$ cat src/rtl/fp_pkg.sv
// Shared types and constants for the floating-point add/subtract engine.
package fp_pkg;

  typedef enum logic [2:0] {
    IDLE   = 3'd0,
    UNPACK = 3'd1,
    ADD    = 3'd2,
    NORM   = 3'd3,
    ROUND  = 3'd4,
    OUT    = 3'd5
  } fp_add_state_e;

  typedef enum logic [1:0] {
    RNE = 2'b00,
    RTZ = 2'b01,
    RUP = 2'b10,
    RDN = 2'b11
  } fp_rnd_e;

  // Bit positions inside the 4-bit exception vector.
  localparam int EXC_INV = 3;
  localparam int EXC_OVF = 2;
  localparam int EXC_UNF = 1;
  localparam int EXC_NX  = 0;

endpackage

$ cat src/rtl/fp_lzc.sv
// Combinational leading-zero counter; an all-zero input reports WIDTH.
module fp_lzc #(
  parameter int WIDTH = 27
) (
  input  logic [WIDTH-1:0]           value_i,
  output logic [$clog2(WIDTH+1)-1:0] count_o
);

  localparam int CW = $clog2(WIDTH + 1);

  // Scanning upward lets the highest set bit overwrite every lower one.
  always_comb begin
    count_o = CW'(WIDTH);
    for (int i = 0; i < WIDTH; i++) begin
      if (value_i[i]) count_o = CW'(WIDTH - 1 - i);
    end
  end

endmodule

$ cat src/rtl/fp_addsub_engine.sv
// Multi-cycle IEEE-754 add/subtract engine with four rounding modes,
// subnormal support and valid/ready handshakes on both sides.
module fp_addsub_engine
  import fp_pkg::*;
#(
  parameter int EXP_W = 8,
  parameter int MAN_W = 23
) (
  input  logic                   CLK,
  input  logic                   RST,
  input  logic [EXP_W+MAN_W:0]   Datain1,
  input  logic [EXP_W+MAN_W:0]   Datain2,
  input  logic                   Op,
  input  logic [1:0]             Rnd_mode,
  input  logic                   Data_valid,
  output logic                   Data_ready,
  output logic [EXP_W+MAN_W:0]   Dataout,
  output logic [3:0]             Exc,
  output logic                   Dataout_valid,
  input  logic                   Dataout_ready,
  output logic [2:0]             Debug
);

  localparam int W   = 1 + EXP_W + MAN_W;
  localparam int XW  = MAN_W + 4;   // {hidden, fraction, G, R, S}
  localparam int SW  = MAN_W + 5;   // XW plus carry
  localparam int EW  = EXP_W + 1;   // headroom for exponent overflow
  localparam int LZW = $clog2(XW + 1);
  localparam logic [W-1:0] QNAN = {1'b0, {EXP_W{1'b1}}, 1'b1, {(MAN_W-1){1'b0}}};

  fp_add_state_e   state_q, state_d;
  fp_rnd_e         rnd_q, rnd_d;
  logic [W-1:0]    a_q, a_d, b_q, b_d, res_q, res_d;
  logic            sign_q, sign_d, eop_q, eop_d, zsame_q, zsame_d, valid_q, valid_d;
  logic [EW-1:0]   exp_q, exp_d;
  logic [XW-1:0]   m1_q, m1_d, m2_q, m2_d, nm_q, nm_d;
  logic [SW-1:0]   sum_q, sum_d;
  logic [3:0]      exc_q, exc_d;

  logic              sa, sb, s1, s2, swap, aInf, bInf, aNan, bNan, aZero, bZero, nanCase;
  logic [EXP_W-1:0]  ea, eb, eaEff, ebEff, e1, e2, diff;
  logic [MAN_W-1:0]  fa, fb;
  logic [MAN_W:0]    ma, mb, m1u, m2u;
  logic [XW-1:0]     m2x, shifted, aligned;
  logic              bigShift, lost;

  assign sa    = a_q[W-1];
  assign sb    = b_q[W-1];
  assign ea    = a_q[W-2:MAN_W];
  assign eb    = b_q[W-2:MAN_W];
  assign fa    = a_q[MAN_W-1:0];
  assign fb    = b_q[MAN_W-1:0];
  assign aInf  = (&ea) && (fa == '0);
  assign bInf  = (&eb) && (fb == '0);
  assign aNan  = (&ea) && (fa != '0);
  assign bNan  = (&eb) && (fb != '0);
  assign aZero = (ea == '0) && (fa == '0);
  assign bZero = (eb == '0) && (fb == '0);
  assign nanCase = aNan || bNan || (aInf && bInf && (sa != sb));

  // Subnormals use effective exponent 1 with a zero hidden bit.
  assign eaEff = (ea == '0) ? EXP_W'(1) : ea;
  assign ebEff = (eb == '0) ? EXP_W'(1) : eb;
  assign ma    = {(ea != '0), fa};
  assign mb    = {(eb != '0), fb};
  assign swap  = {ebEff, mb} > {eaEff, ma};
  assign s1    = swap ? sb : sa;
  assign s2    = swap ? sa : sb;
  assign e1    = swap ? ebEff : eaEff;
  assign e2    = swap ? eaEff : ebEff;
  assign m1u   = swap ? mb : ma;
  assign m2u   = swap ? ma : mb;
  assign diff  = e1 - e2;

  assign m2x      = {m2u, 3'b000};
  assign bigShift = 32'(diff) >= 32'(MAN_W + 3);
  assign shifted  = m2x >> diff;
  assign lost     = |(m2x & ~({XW{1'b1}} << diff));
  assign aligned  = bigShift ? {{(XW-1){1'b0}}, |m2u} : {shifted[XW-1:1], shifted[0] | lost};

  logic            carry;
  logic [XW-1:0]   lowSum, normShifted;
  logic [LZW-1:0]  lzCount;
  logic [31:0]     lz32, limit32, shAmt;

  assign carry  = sum_q[SW-1];
  assign lowSum = sum_q[XW-1:0];

  fp_lzc #(.WIDTH(XW)) u_lzc (
    .value_i (lowSum),
    .count_o (lzCount)
  );

  // Left shift stops once the exponent reaches 1, leaving a subnormal.
  assign lz32        = 32'(lzCount);
  assign limit32     = 32'(exp_q) - 32'd1;
  assign shAmt       = (lz32 > limit32) ? limit32 : lz32;
  assign normShifted = lowSum << shAmt;

  logic              g, r, s, lsb, nx, roundInc, rcarry, ovf, ovfToMax;
  logic [MAN_W+1:0]  rsum;
  logic [MAN_W:0]    rman;
  logic [EW-1:0]     rexp;
  logic [EXP_W-1:0]  packExp;

  assign g        = nm_q[2];
  assign r        = nm_q[1];
  assign s        = nm_q[0];
  assign lsb      = nm_q[3];
  assign nx       = g | r | s;
  assign roundInc = (rnd_q == RNE) ? (g & (r | s | lsb)) :
                    (rnd_q == RUP) ? (nx & ~sign_q) :
                    (rnd_q == RDN) ? (nx & sign_q) : 1'b0;
  assign rsum     = {1'b0, nm_q[XW-1:3]} + (MAN_W+2)'(roundInc);
  assign rcarry   = rsum[MAN_W+1];
  assign rman     = rcarry ? rsum[MAN_W+1:1] : rsum[MAN_W:0];
  assign rexp     = exp_q + EW'(rcarry);
  assign ovf      = rexp >= {1'b0, {EXP_W{1'b1}}};
  assign ovfToMax = (rnd_q == RTZ) || ((rnd_q == RUP) && sign_q) || ((rnd_q == RDN) && !sign_q);
  assign packExp  = rman[MAN_W] ? rexp[EXP_W-1:0] : '0;

  always_comb begin
    state_d = state_q;
    a_d     = a_q;
    b_d     = b_q;
    rnd_d   = rnd_q;
    sign_d  = sign_q;
    eop_d   = eop_q;
    zsame_d = zsame_q;
    exp_d   = exp_q;
    m1_d    = m1_q;
    m2_d    = m2_q;
    sum_d   = sum_q;
    nm_d    = nm_q;
    res_d   = res_q;
    exc_d   = exc_q;
    valid_d = valid_q;
    case (state_q)
      IDLE: begin
        if (Data_valid) begin
          a_d     = Datain1;
          b_d     = Datain2 ^ {Op, {(W-1){1'b0}}};
          rnd_d   = fp_rnd_e'(Rnd_mode);
          state_d = UNPACK;
        end
      end
      UNPACK: begin
        if (nanCase) begin
          res_d          = QNAN;
          exc_d          = '0;
          exc_d[EXC_INV] = 1'b1;
          state_d        = OUT;
        end else if (aInf || bInf) begin
          res_d   = aInf ? a_q : b_q;
          exc_d   = '0;
          state_d = OUT;
        end else begin
          sign_d  = s1;
          eop_d   = s1 ^ s2;
          zsame_d = aZero && bZero && (sa == sb);
          exp_d   = {1'b0, e1};
          m1_d    = {m1u, 3'b000};
          m2_d    = aligned;
          state_d = ADD;
        end
      end
      ADD: begin
        sum_d   = eop_q ? ({1'b0, m1_q} - {1'b0, m2_q}) : ({1'b0, m1_q} + {1'b0, m2_q});
        state_d = NORM;
      end
      NORM: begin
        if (carry) begin
          nm_d  = {sum_q[SW-1:2], sum_q[1] | sum_q[0]};
          exp_d = exp_q + EW'(1);
        end else begin
          nm_d  = normShifted;
          exp_d = exp_q - EW'(shAmt);
        end
        state_d = ROUND;
      end
      ROUND: begin
        exc_d   = '0;
        state_d = OUT;
        if (nm_q == '0) begin
          res_d = zsame_q ? {sign_q, {(W-1){1'b0}}} : {(rnd_q == RDN), {(W-1){1'b0}}};
        end else if (ovf) begin
          res_d = ovfToMax ? {sign_q, {(EXP_W-1){1'b1}}, 1'b0, {MAN_W{1'b1}}}
                           : {sign_q, {EXP_W{1'b1}}, {MAN_W{1'b0}}};
          exc_d[EXC_OVF] = 1'b1;
          exc_d[EXC_NX]  = 1'b1;
        end else begin
          res_d          = {sign_q, packExp, rman[MAN_W-1:0]};
          exc_d[EXC_UNF] = !nm_q[XW-1] && nx;
          exc_d[EXC_NX]  = nx;
        end
      end
      OUT: begin
        if (!valid_q) begin
          valid_d = 1'b1;
        end else if (Dataout_ready) begin
          valid_d = 1'b0;
          state_d = IDLE;
        end
      end
      default: state_d = IDLE;
    endcase
  end

  always_ff @(posedge CLK or posedge RST) begin
    if (RST) begin
      state_q <= IDLE;
      rnd_q   <= RNE;
      a_q     <= '0;
      b_q     <= '0;
      sign_q  <= 1'b0;
      eop_q   <= 1'b0;
      zsame_q <= 1'b0;
      exp_q   <= '0;
      m1_q    <= '0;
      m2_q    <= '0;
      sum_q   <= '0;
      nm_q    <= '0;
      res_q   <= '0;
      exc_q   <= '0;
      valid_q <= 1'b0;
    end else begin
      state_q <= state_d;
      rnd_q   <= rnd_d;
      a_q     <= a_d;
      b_q     <= b_d;
      sign_q  <= sign_d;
      eop_q   <= eop_d;
      zsame_q <= zsame_d;
      exp_q   <= exp_d;
      m1_q    <= m1_d;
      m2_q    <= m2_d;
      sum_q   <= sum_d;
      nm_q    <= nm_d;
      res_q   <= res_d;
      exc_q   <= exc_d;
      valid_q <= valid_d;
    end
  end

  assign Data_ready    = (state_q == IDLE);
  assign Dataout       = res_q;
  assign Exc           = exc_q;
  assign Dataout_valid = valid_q;
  assign Debug         = state_q;

endmodule

$ cat config.mk
export PLATFORM = sky130hd
export DESIGN_NAME = fp_addsub_engine
export DESIGN_NICKNAME = d
export VERILOG_FILES = /design/src/rtl/fp_pkg.sv /design/src/rtl/fp_lzc.sv /design/src/rtl/fp_addsub_engine.sv
export SDC_FILE = /design/constraint.sdc
export NUM_CORES = 1
export LEC_CHECK = 0
export ABC_AREA = 1
export ABC_CLOCK_PERIOD_IN_PS = 7900
export CORE_MARGIN = 2
export CORE_UTILIZATION = 30
export DETAILED_ROUTE_END_ITERATION = 7
export GPL_ROUTABILITY_DRIVEN = 0
export HOLD_SLACK_MARGIN = 0.03
export PLACE_DENSITY = 0.52
export SYNTH_ARGS = -nofsm -noshare
export SYNTH_HDL_FRONTEND = slang
export SYNTH_SLANG_ARGS = --single-unit
$ cat constraint.sdc
create_clock -name CLK -period 7.9 [get_ports CLK]
set_clock_uncertainty 0.1 [all_clocks]
set_input_delay 1.58 -clock CLK [delete_from_list [all_inputs] [get_ports CLK]]
set_output_delay 1.58 -clock CLK [all_outputs]
set_load 0.01 [all_outputs]
==> run summary <==
The run finished with clean final reports. The first TritonRoute pass finished after 5 iterations. The maximum clock rate is 144 MHz. Setup repair after global routing left no endpoint under its margin. The path type of the worst setup path is flip-flop to flip-flop. The net count of the finished layout is 2874. The first global-routing pass estimated 98.8 mm of wire. The total DRC errors in the routed layout came out at 0. By instance count, the cell type seen most on the critical path is sky130_fd_sc_hd__nand2_1.

The area overhead of the layout relative to synthesis is 15.5%. The cell row count is 89. The count of fill cells added during filler insertion came out at 6356. Of all flip-flops after synthesis, the portion carrying an async set or reset was 100%.

Post-CTS repair changed the size of 0 cells. Clock-pin slew was measured on the worst setup and hold paths at 0.06 ns. The worst setup path is captured at a flip-flop.

The number of diodes added for antenna fixing came out at 0. The area share of xor/xnor cells in the synthesized design is 2.81%. After synthesis, the largest family of logic cells by area is simple AND/OR/NAND/NOR gates. The final cycle utilization of the critical path came out at 87.6%. The count of port buffers added during placement is 111. The count of cell types in the netlist came out at 60.

The adder and majority cell fraction of the synthesized area is 7.36%. The number of post-CTS setup repair buffers is 0. The total negative slack came out at 0 ns. In this run the count of I/O pins placed on the die edge is 112. The worst hold path startpoint is Exc[2]$_DFFE_PP0P_. The slack of the worst reg-to-reg path is 0.98 ns.

The number of hold violations in the final report is 0. The number of DRC violations after detailed-routing iteration 0 is 1310. The number of hold-repair buffers added at the cts stage came out at 0. The clock latency on the worst-skew pair came out at 0.58 ns. Sequential elements use 31.6% of the synthesized area.

The path class of the tightest hold or removal check is flip-flop to flip-flop. The HPWL after detailed placement is 47.4 mm. The floorplan step defined a core boundary enclosing 58700 um2. The number of global-route vias before repair is 17700. The cell sitting at the root of the clock tree is a sky130_fd_sc_hd__clkbuf_16. On the critical path, the stage with the largest delay is an instance of sky130_fd_sc_hd__ha_1.

The sum of overflow across all layers after global routing came out at 0. After detailed routing, the average wire length per cell comes to 17.7 um. The proportion of layout cells with a drive suffix above 1 came out at 4.85%.

The number of cell instances on the worst register-to-register path came out at 23. The proportion of synthesized area in mux cells is 0%. The startpoint identified for the worst register-to-register timing path is a_q[28]$_DFFE_PP0P_. The total number of H-tree levels is 1. The post-detailed-route count of antenna-violating nets came out at 0. For the worst setup path, the data required time is 8.24 ns. The worst setup path is launched from a flip-flop.

Global routing consumed, over all layers together, 20.2% of the routing resources. Along the worst hold path, the cell count comes to 2. The tightest slew margin relative to the limit came out at 27.5%. The combined area of all synthesized cells is 17700 um2. The die covers 61000 um2. The total of flip-flops plus latches after synthesis is 224. Counting both buffers and inverters, the worst setup path holds a total of 4. Traced cell by cell, the critical path runs through nor4_1 -> nand4_1 -> inv_1 -> nor2_1 -> ha_1 -> buf_4 -> nand4_2 -> nor4_4 -> nand4_2 -> nand2_4 -> nand2_2 -> o22ai_2 -> nand2_1 -> ha_1 -> inv_1 -> nand2_1 -> nand2_1 -> o21ai_1 -> nor2_1 -> inv_1 -> a21oi_1 -> nand2_1 -> o21ai_1. The tree built by TritonCTS fans out to 224 sinks. The vertical extent of the die is 247 um. The synthesized-area fraction occupied by and/or/nand/nor cells came out at 32.8%. The worst-margin pin slew is 1.09 ns.

The initial antenna violation count came out at 0. The shortest clock period the worst path allows after layout came out at 6.92 ns. The vias after detailed routing is 18100. The max-capacitance violation count is 0. The post-synthesis instance total is 2666. The total routed wirelength is 61.8 mm. The endpoint identified for the worst register-to-register timing path is m2_q[6]$_DFFE_PP0P_.

The number of enable-type register cells in the synthesized netlist is 0. The number of setup violations in the final report came out at 0. The number of pins exceeding their max-slew limit in the final report came out at 0. The longest individual stage delay on the worst path is 0.94 ns.

The post-synthesis net count came out at 2840. Entering global routing, the biggest net connects 118 pins. The via-per-instance ratio is 5.19. The leading register cell type out of synthesis is sky130_fd_sc_hd__dfrtp_1. The total CTS buffers came out at 28. The kind of cell with the highest combined delay along the critical path is simple AND/OR/NAND/NOR gates. The path with the worst hold slack has its endpoint at Exc[2]$_DFFE_PP0P_. The clock tree from TritonCTS is done. The maximum fanout encountered on the critical timing path came out at 88. The die is 247 um wide. The effective utilization at floorplan is 30.2%. The complex-gate fraction of the synthesized area came out at 16.3%.

In this run the deepest clock path goes through 3 buffers. The critical path data arrival time came out at 7.26 ns. The mean area per synthesized cell is 6.65 um2. The count of yosys warnings during synthesis came out at 0.
## how the worst max path moves through the flow
stage / to / slack, ns / start / cells after the start
4_1_cts: m2_q[3]$_DFFE_PP0P_ / 1.01 / a_q[28]$_DFFE_PP0P_ / 22
3_5_place_dp: m2_q[3]$_DFFE_PP0P_ / 1.02 / a_q[28]$_DFFE_PP0P_ / 22
6_report: m2_q[6]$_DFFE_PP0P_ / 0.98 / a_q[28]$_DFFE_PP0P_ / 23
2_1_floorplan: Dataout[0]$_DFFE_PP0P_ / 0.09 / RST / 1
3_3_place_gp: m2_q[3]$_DFFE_PP0P_ / 1.04 / a_q[28]$_DFFE_PP0P_ / 22
5_1_grt: m2_q[3]$_DFFE_PP0P_ / 0.55 / a_q[28]$_DFFE_PP0P_ / 22
## worst min-delay path, cell delays in order (launching register included)
cell and delay, ns:
sky130_fd_sc_hd__dfrtp_1 0.34, sky130_fd_sc_hd__nand2_1 0.05, sky130_fd_sc_hd__nand2_1 0.04
## routing by layer
| metal | GRT usage [%] | share of wire, % |
|---|---|---|
| met3 | 2.22 | 4.9 |
| met2 | 33.8 | 47 |
| met4 | 8.43 | 4.4 |
| met5 | 0 | 0 |
| met1 | 26.4 | 44 |
## registers in the layout (all words and copies together) (netlist names)
signal / count
m2_q: 27
Dataout_valid: 1
zsame_q: 1
exp_q: 9
Dataout: 32
rnd_q: 2
b_q: 32
a_q: 32
eop_q: 1
nm_q: 27
sum_q: 28
Debug: 3
Exc: 4
sign_q: 1
m1_q: 24
## layout make-up
type                            count  area [um2]  share of cell area [%]
Timing Repair Buffer              136        1300                    6.35
Sequential cell                   224        5610                    27.4
Clock buffer                       40         837                    4.09
Multi-Input combinational cell   2026       10500                    51.4
Tap cell                          773         967                    4.73
Clock inverter                     12         166                   0.813
Inverter                          284        1080                    5.28
## Yosys cell counts (2+ instances only)
library cell | n | area, um2
sky130_fd_sc_hd__nand3_2 | 3 | 30.0
sky130_fd_sc_hd__and2_1 | 2 | 12.5
sky130_fd_sc_hd__a22oi_1 | 10 | 75.1
sky130_fd_sc_hd__o221ai_1 | 2 | 17.5
sky130_fd_sc_hd__nor3_1 | 27 | 135
sky130_fd_sc_hd__o21a_1 | 4 | 30.0
sky130_fd_sc_hd__nand2_4 | 6 | 67.6
sky130_fd_sc_hd__o31ai_1 | 6 | 45.0
sky130_fd_sc_hd__nand2_1 | 726 | 2730
sky130_fd_sc_hd__o21ai_0 | 212 | 1060
sky130_fd_sc_hd__o22ai_1 | 12 | 75.1
sky130_fd_sc_hd__ha_1 | 101 | 1260
sky130_fd_sc_hd__buf_2 | 14 | 70.1
sky130_fd_sc_hd__a21boi_0 | 8 | 60.1
sky130_fd_sc_hd__o21ai_2 | 7 | 61.3
sky130_fd_sc_hd__nor4_1 | 25 | 156
sky130_fd_sc_hd__o21ai_1 | 40 | 200
sky130_fd_sc_hd__nand2_2 | 8 | 50.1
sky130_fd_sc_hd__nand3_1 | 306 | 1530
sky130_fd_sc_hd__or2_2 | 2 | 12.5
sky130_fd_sc_hd__xnor2_1 | 9 | 78.8
sky130_fd_sc_hd__nand3b_1 | 2 | 15.0
sky130_fd_sc_hd__nor2_2 | 7 | 43.8
sky130_fd_sc_hd__a31oi_1 | 12 | 75.1
sky130_fd_sc_hd__nand4_1 | 31 | 194
sky130_fd_sc_hd__inv_2 | 4 | 15.0
sky130_fd_sc_hd__o211ai_1 | 17 | 128
sky130_fd_sc_hd__buf_4 | 2 | 15.0
sky130_fd_sc_hd__inv_1 | 272 | 1020
sky130_fd_sc_hd__clkinv_1 | 6 | 22.5
sky130_fd_sc_hd__o22a_1 | 3 | 26.3
sky130_fd_sc_hd__a21oi_1 | 186 | 931
sky130_fd_sc_hd__nand4_2 | 2 | 25.0
sky130_fd_sc_hd__fa_1 | 2 | 40.0
sky130_fd_sc_hd__inv_4 | 2 | 12.5
sky130_fd_sc_hd__xor2_1 | 46 | 403
sky130_fd_sc_hd__nor3b_1 | 2 | 15.0
sky130_fd_sc_hd__dfrtp_1 | 224 | 5610
sky130_fd_sc_hd__buf_6 | 3 | 33.8
sky130_fd_sc_hd__buf_1 | 12 | 45.0
sky130_fd_sc_hd__nor2_4 | 7 | 78.8
sky130_fd_sc_hd__nor2_1 | 177 | 664
sky130_fd_sc_hd__clkbuf_1 | 100 | 375
## cells by family after synthesis
| family | Yosys count |
|---|---|
| flops | 224 |
| xor+xnor | 56 |
| simple gates | 1337 |
| compound gates | 530 |
| buf+inv | 416 |
| fa+ha+maj | 103 |
## per-stage QoR
step	instances	util, %	setup slack (ns)	cell area (um2)	hold WS (ns)
detailed placement	3443	33.2	1.02	19500	0.363
global placement	3443	33.2	1.04	19500	0.363
floorplan	2666	-	0.0855	17700	0.349
global route	3495	34.9	0.547	20500	0.405
finish	3495	34.9	0.979	20500	0.372
CTS	3495	34.9	1.01	20500	0.380
## placed cells by master (no fill, tap or decap), types with 6 or more instances in the layout
master,netlist,routed
sky130_fd_sc_hd__nand2_1,726,726
sky130_fd_sc_hd__nand3_1,306,306
sky130_fd_sc_hd__inv_1,272,270
sky130_fd_sc_hd__dfrtp_1,224,224
sky130_fd_sc_hd__o21ai_0,212,211
sky130_fd_sc_hd__a21oi_1,186,186
sky130_fd_sc_hd__nor2_1,177,176
sky130_fd_sc_hd__clkdlybuf4s50_1,0,111
sky130_fd_sc_hd__ha_1,101,101
sky130_fd_sc_hd__xor2_1,46,45
sky130_fd_sc_hd__o21ai_1,40,41
sky130_fd_sc_hd__nand4_1,31,31
sky130_fd_sc_hd__clkbuf_16,0,29
sky130_fd_sc_hd__nor3_1,27,25
sky130_fd_sc_hd__nor4_1,25,25
sky130_fd_sc_hd__buf_4,2,25
sky130_fd_sc_hd__o211ai_1,17,17
sky130_fd_sc_hd__a31oi_1,12,12
sky130_fd_sc_hd__o22ai_1,12,12
sky130_fd_sc_hd__a22oi_1,10,10
sky130_fd_sc_hd__xnor2_1,9,9
sky130_fd_sc_hd__nor2_2,7,8
sky130_fd_sc_hd__nand2_2,8,8
sky130_fd_sc_hd__a21boi_0,8,8
sky130_fd_sc_hd__clkinv_2,0,7
sky130_fd_sc_hd__o21ai_2,7,7
sky130_fd_sc_hd__nor2_4,7,7
sky130_fd_sc_hd__clkbuf_8,0,7
sky130_fd_sc_hd__nand2_4,6,6
sky130_fd_sc_hd__clkinv_1,6,6
sky130_fd_sc_hd__o31ai_1,6,6
Power is left out: the tool's default activity adds up to more than one toggle a clock period on the data nets, which glitch-free logic cannot reach.
